## src/rtl/switch_debounce.sv

```systemverilog
// switch_debounce: push-button conditioner.
// The raw switch goes through a two-flop synchronizer, then a four-state FSM
// accepts a level change only after the synchronized input has been stable
// long enough. The FSM emits one-cycle press, release and long-press pulses,
// and keeps an 8-bit count of accepted presses.
// There is no valid/ready handshake. Every pulse output is a registered,
// single-cycle strobe. At most one of the three pulses is high in any cycle.
// o_State exposes the FSM state register for observation:
// 0 = RELEASED, 1 = PRESS_WAIT, 2 = PRESSED, 3 = RELEASE_WAIT.
module switch_debounce #(
    parameter int DEBOUNCE_CYCLES   = 250000,
    parameter int LONG_PRESS_CYCLES = 25000000
) (
    input  logic       i_Clk,
    input  logic       i_Rst_L,
    input  logic       i_Switch,
    output logic       o_Switch,
    output logic       o_Press,
    output logic       o_Release,
    output logic       o_Long_Press,
    output logic [7:0] o_Press_Count,
    output logic [1:0] o_State
);

    localparam int DW = $clog2(DEBOUNCE_CYCLES);
    localparam int HW = $clog2(LONG_PRESS_CYCLES);

    // Terminal counts; both counters stop here, so neither can overflow.
    localparam logic [DW-1:0] DEB_LAST  = DW'(DEBOUNCE_CYCLES - 1);
    localparam logic [HW-1:0] HOLD_LAST = HW'(LONG_PRESS_CYCLES - 1);

    typedef enum logic [1:0] {
        RELEASED     = 2'd0,
        PRESS_WAIT   = 2'd1,
        PRESSED      = 2'd2,
        RELEASE_WAIT = 2'd3
    } state_t;

    state_t          state_q;
    state_t          state_d;
    logic            s1;
    logic            s2;
    logic [DW-1:0]   deb_cnt_q;
    logic [DW-1:0]   deb_cnt_d;
    logic [HW-1:0]   hold_cnt_q;
    logic [HW-1:0]   hold_cnt_d;
    logic            long_done_q;
    logic            long_done_d;
    logic            switch_d;
    logic            press_d;
    logic            release_d;
    logic            long_d;
    logic [7:0]      count_d;

    assign o_State = state_q;

    // Two-flop synchronizer for the asynchronous switch; only s2 reaches the FSM.
    always_ff @(posedge i_Clk) begin
        if (!i_Rst_L) begin
            s1 <= 1'b0;
            s2 <= 1'b0;
        end else begin
            s1 <= i_Switch;
            s2 <= s1;
        end
    end

    // State, counters and all outputs register here; reset discards any progress.
    always_ff @(posedge i_Clk) begin
        if (!i_Rst_L) begin
            state_q       <= RELEASED;
            deb_cnt_q     <= '0;
            hold_cnt_q    <= '0;
            long_done_q   <= 1'b0;
            o_Switch      <= 1'b0;
            o_Press       <= 1'b0;
            o_Release     <= 1'b0;
            o_Long_Press  <= 1'b0;
            o_Press_Count <= 8'd0;
        end else begin
            state_q       <= state_d;
            deb_cnt_q     <= deb_cnt_d;
            hold_cnt_q    <= hold_cnt_d;
            long_done_q   <= long_done_d;
            o_Switch      <= switch_d;
            o_Press       <= press_d;
            o_Release     <= release_d;
            o_Long_Press  <= long_d;
            o_Press_Count <= count_d;
        end
    end

    // Next-state, counter and output decode from the synchronized switch level.
    always_comb begin
        state_d     = state_q;
        deb_cnt_d   = deb_cnt_q;
        hold_cnt_d  = hold_cnt_q;
        long_done_d = long_done_q;
        switch_d    = o_Switch;
        press_d     = 1'b0;
        release_d   = 1'b0;
        long_d      = 1'b0;
        count_d     = o_Press_Count;

        case (state_q)
            RELEASED: begin
                if (s2) begin
                    state_d   = PRESS_WAIT;
                    deb_cnt_d = '0;
                end
            end

            PRESS_WAIT: begin
                if (!s2) begin
                    // The input bounced back before it was stable: drop it silently.
                    state_d = RELEASED;
                end else if (deb_cnt_q == DEB_LAST) begin
                    state_d     = PRESSED;
                    switch_d    = 1'b1;
                    press_d     = 1'b1;
                    count_d     = o_Press_Count + 8'd1;
                    hold_cnt_d  = '0;
                    long_done_d = 1'b0;
                end else begin
                    deb_cnt_d = deb_cnt_q + DW'(1);
                end
            end

            PRESSED: begin
                if (!s2) begin
                    state_d   = RELEASE_WAIT;
                    deb_cnt_d = '0;
                end else begin
                    if (hold_cnt_q != HOLD_LAST) begin
                        hold_cnt_d = hold_cnt_q + HW'(1);
                    end
                    // long_done limits the long-press pulse to one per accepted press.
                    if (hold_cnt_q == HOLD_LAST && !long_done_q) begin
                        long_d      = 1'b1;
                        long_done_d = 1'b1;
                    end
                end
            end

            RELEASE_WAIT: begin
                if (s2) begin
                    // A short glitch low: resume the press. hold_cnt and
                    // long_done were frozen, so long-press timing continues.
                    state_d = PRESSED;
                end else if (deb_cnt_q == DEB_LAST) begin
                    state_d   = RELEASED;
                    switch_d  = 1'b0;
                    release_d = 1'b1;
                end else begin
                    deb_cnt_d = deb_cnt_q + DW'(1);
                end
            end

            default: begin
                state_d = RELEASED;
            end
        endcase
    end

endmodule

```

## config.mk

```make
export PLATFORM = sky130hd
export DESIGN_NAME = switch_debounce
export DESIGN_NICKNAME = d
export VERILOG_FILES = /design/src/rtl/switch_debounce.sv
export SDC_FILE = /design/constraint.sdc
export NUM_CORES = 1
export LEC_CHECK = 0
export ABC_AREA = 0
export BUFFER_PORTS_ARGS = -buffer_cell sky130_fd_sc_hd__buf_2
export CAP_MARGIN = 20
export CORE_ASPECT_RATIO = 1.75
export CORE_MARGIN = 4
export CORE_UTILIZATION = 40
export CTS_CLUSTER_SIZE = 28
export DETAILED_ROUTE_END_ITERATION = 8
export SLEW_MARGIN = 20
export SYNTH_ARGS = -nofsm -noshare
export SYNTH_HDL_FRONTEND = slang
export SYNTH_SLANG_ARGS = --single-unit
```

## constraint.sdc

```tcl
create_clock -name i_Clk -period 4.9 [get_ports i_Clk]
set_clock_uncertainty 0.15 [all_clocks]
set_input_delay 0.98 -clock i_Clk [delete_from_list [all_inputs] [get_ports i_Clk]]
set_output_delay 0.98 -clock i_Clk [all_outputs]
set_load 0.02 [all_outputs]
```

# Yosys cells after proc, flatten, opt, wreduce, memory -nomap -nowiden
# Index checks and enable logic that the tools add are counted.
[op_classes]
bitwise_logic = 2
n_reduce_logical = 14
n_addsub = 3
muxes = 29
n_eq_ne = 17
[op_table]
columns = ["op", "n"]
rows = [
  ["$mux 25", 4],
  ["$mux 18", 5],
  ["$pmux 18 s4", 1],
  ["$pmux 25 s2", 1],
  ["$add 25x1->25 const B", 1],
  ["$eq 25x25->1 const B", 1],
  ["$ne 25x25->1 const B", 1],
  ["$add 18x1->18 const B", 1],
  ["$eq 18x18->1 const B", 1],
  ["$ne 2x2->1 const B", 9],
  ["$reduce_and 5->1", 3],
  ["$mux 2", 6],
  ["$mux 1", 9],
  ["$reduce_and 3->1", 3],
  ["$add 8x1->8 const B", 1],
  ["$pmux 2 s4", 1],
  ["$reduce_and 4->1", 2],
  ["$ne 3x3->1 const B", 2],
  ["$eq 2x2->1 const B", 2],
  ["$pmux 1 s2", 2],
  ["$reduce_bool 2->1", 2],
  ["$reduce_or 3->1", 1],
  ["$eq 2x1->1 const B", 1],
  ["$logic_not 2->1", 1],
  ["other kinds (3)", 4],
]
[word_totals]
ff_bits = 60

# Depth between registers and ports, before layout
[depth]
ltp_word = 5
ltp_mapped = 8

# Worst setup path after synthesis
# OpenSTA, ideal clock, no wires.
[synth_path]
path_type = "register to register"
startpoint = "register with a tool-made name"
endpoint = "register hold_cnt_q[19]"
setup_slack_ns = 2.659
path_stages_with_launch = 9
t_required_ns = 4.678
setup_time_ns = 0.072
period_less_slack_ns = 2.241
arrival_ns = 2.020
path_buffers = 3
path_cell_list = "dfxtp_1 > buf_2 > inv_2 > or3_1 > a21o_1 > buf_6 > buf_6 > nor4_1 > mux2i_1"
[synth_lines]
columns = ["element", "line", "rtl"]
rows = [
  ["end signal, assigned", "83", "hold_cnt_q <= hold_cnt_d;"],
  ["end, declared", "45", "logic [HW-1:0] hold_cnt_q;"],
]

==> out/results.tsv <==
metric	value	unit
Worst EP arrival	3.00	ns
clock-pin slew on the worst setup and hold paths	0.05	ns
RSZ-0062 raised after global routing	no	
Post-CTS Setup Bufs	0	
TritonCTS Buffers	9	
Core Util, Final	47.0	%
die area	8940	um2
Synth Instances	363	
Pwr Total	1.16	mW
area leader, netlist	dfxtp_1	
switching share of power	20.2	%
GRT Total Usage	18.5	%
Clock Power Share	54.2	%
Yosys reg bits	60	
endpoints failing hold	0	
CTS H-tree depth	3	
critical path launch point	i_Rst_L	
vias in the first global route	2742	
ranking of synthesized cells by area	dfxtp_1 40%, nand2_1 4.4%, nand3_1 4.0%	
worst r2r path cells	5	
root buf cell	clkbuf_16	
Max Buffers Root-to-Sink	2	
Setup crit end kind	flop	
worst-path maximum fanout	23	
IO Port Bufs	16	
Slew HR	35.8	%
hold buffers post-CTS	0	
worst hold path type	reg -> reg	
largest net degree at the start of global routing	28	
YS warnings	0	
routed vias/inst	5.94	
Comb pwr share	2.8	%
outcome	finished clean	
setup tns final	0	ns
Core Footprint	7230	um2
DR vias	2773	
reg2reg end	hold_cnt_q[8]$_SDFFE_PN0P_	
Synth Area in XOR/XNOR	4.12	%
Startpoint Class	input pin	
CP required	4.99	ns
final instance area	3400	um2
FF-to-FF Start	hold_cnt_q[6]$_SDFFE_PN0P_	
Critical Path Sink	hold_cnt_q[8]$_SDFFE_PN0P_	
leak pwr	1.11	nW
worst reg2reg setup slack	2.19	ns
Num Clock Sinks	60	
DRT iter0 DRCs	124	
worst skew pair latency	0.33	ns
worst vdd ir	179	uV
count of pins over their slew limit	0	
share of layout cells above drive strength 1	9.71	%
Sequential Power Share	42.9	%
WHS	0.282	ns
main combinational cell family by area after synthesis	simple AND/OR/NAND/NOR gates	
area grow syn2layout	14.2	%
Final setup viols	0	
NumNets Final	382	
DRC errors left	0	
DRT antenna net count	0	
width of the die	73.2	um
Power Density	341	nW/um2
Max Cap Viol	0	
min Tclk post-route	2.91	ns
first-pass GRT wire length	12700	um
grt total ovfl	0	
row count	41	
Switch Pwr	0.234	mW
Max Fclk	0.344	GHz
Syn Area/Cell	8.20	um2
gpl congestion	0.874	
Setup CP Type	in -> reg	
post-DP HPWL	5250	um
Compound-Gate Fraction of Synth Area	16.9	%
Post-Syn Nets	369	
Worst Tran Pin Value	0.959	ns
dpl cell area	3100	um2
die height	122	um
drt wl/cell	16.0	um
post-cts gate resize count	0	
Synth cell types	45	
final wirelength	7470	um
TritonCTS clock tree	done	
post-synthesis adder-cell area fraction	1.26	%
Antenna diodes	0	
starting density of the core	41.1	%
mapped cell area	2980	um2
number of placed I/O pins	17	
mux share of post-synthesis cell area	1.35	%
Synth Area in Simple Gates	31.7	%
Initial DRT Pass Iterations	4	
Internal Power	0.924	mW
initial antenna violation count	0	
Tcrit/Tclk final	59.3	%
post-synth top area share	40.4	%
sequential-to-total area share from yosys stat	40.4	%
## synthesized netlist by cell type, drive strengths merged
| cell | instances |
|---|---|
| a31oi | 16 |
| nor3 | 9 |
| o41ai | 1 |
| nor4 | 11 |
| nor4bb | 1 |
| o21ai | 18 |
| o211ai | 4 |
| nand3 | 25 |
| nor2b | 1 |
| or3 | 12 |
| nor2 | 28 |
| a311o | 1 |
| xor2 | 5 |
| o311a | 1 |
| ha | 3 |
| o41a | 1 |
| o21a | 1 |
| buf | 6 |
| and2 | 3 |
| o31a | 2 |
| and3 | 5 |
| nor4b | 2 |
| clkbuf | 11 |
| or4b | 1 |
| a21o | 1 |
| or4 | 13 |
| xnor2 | 9 |
| nand4 | 16 |
| and4 | 3 |
| mux2i | 4 |
| nand2b | 6 |
| dfxtp | 60 |
| o31ai | 11 |
| o22ai | 2 |
| a21oi | 23 |
| nand2 | 36 |
| inv | 11 |
## worst min-delay path by stage
stage,from,to,slack [ns],cells past startpoint
after global placement,s1$_SDFF_PN0_,s2$_SDFF_PN0_,0.27,1
after detailed placement,s1$_SDFF_PN0_,s2$_SDFF_PN0_,0.27,1
final,s1$_SDFF_PN0_,s2$_SDFF_PN0_,0.28,1
after global routing,long_done_q$_SDFFE_PN0P_,o_Long_Press$_SDFF_PN0_,0.32,1
after CTS,s1$_SDFF_PN0_,s2$_SDFF_PN0_,0.28,1
after floorplan,long_done_q$_SDFFE_PN0P_,o_Long_Press$_SDFF_PN0_,0.25,1
## sequential cells by signal, indices dropped and copies added, names as in the netlist, named ones only
signal,flops
hold_cnt_q,25
deb_cnt_q,18
o_Press_Count,8
long_done_q,1
o_Long_Press,1
o_Press,1
o_Release,1
o_State,1
o_Switch,1
s1,1
s2,1
## per-stage QoR
| stage | cells | worst slack [ns] |
|---|---|---|
| final | 467 | 1.99 |
| after global routing | 467 | 1.81 |
| after CTS | 467 | 1.98 |
| after detailed placement | 451 | 1.65 |
| after global placement | 451 | 1.74 |
| after floorplan | 363 | 2.66 |
## metal layers
| metal | vias up | track usage (%) | wire length [um] |
|---|---|---|---|
| li1 | 1397 | - | - |
| met1 | 1306 | 19.5 | 2940 |
| met2 | 49 | 32.0 | 4000 |
| met3 | 21 | 5.20 | 264 |
| met4 | 0 | 10.2 | 265 |
| met5 | - | 0 | 0 |
## power by group through the flow
stage	Clock [mW]	Sequential [mW]	Combinational, mW
after floorplan	0	0.507	0.0224
after global placement	0	0.507	0.0329
after detailed placement	0	0.507	0.0330
after CTS	0.642	0.497	0.0331
after global routing	0.666	0.497	0.0371
final	0.628	0.497	0.0329
## area by class of cell
cell class | instances | area [um2]
Fill cell | 714 | 3840
Timing Repair Buffer | 19 | 103
Clock inverter | 1 | 30.0
Clock buffer | 15 | 268
Tap cell | 86 | 108
Sequential cell | 60 | 1200
Inverter | 11 | 41.3
Multi-Input combinational cell | 275 | 1650
## critical path, stage by stage
cell     delay, ns
buf_2         0.37
inv_1         0.41
a31oi_1       0.83
nand2_4       0.16
a31oi_1       0.24
## cells by family (layout without fill, tap and decap cells)
group,Yosys count,after routing
simple gates,172,172
buf+inv,28,46
flops,60,60
mux,4,4
compound gates,82,82
fa+ha+maj,3,3
xor+xnor,14,14
## cells in the final DEF (no fill, tap or decap), types with 11 or more instances in the layout
| master | n |
|---|---|
| a21oi_1 | 23 |
| a31oi_1 | 16 |
| buf_2 | 16 |
| dfxtp_1 | 60 |
| nand2_1 | 35 |
| nand3_1 | 24 |
| nand4_1 | 16 |
| nor2_1 | 28 |
| o21ai_0 | 14 |
| o31ai_1 | 11 |
| or3_1 | 12 |
| or4_1 | 13 |
(Power assumes the default switching activity.)
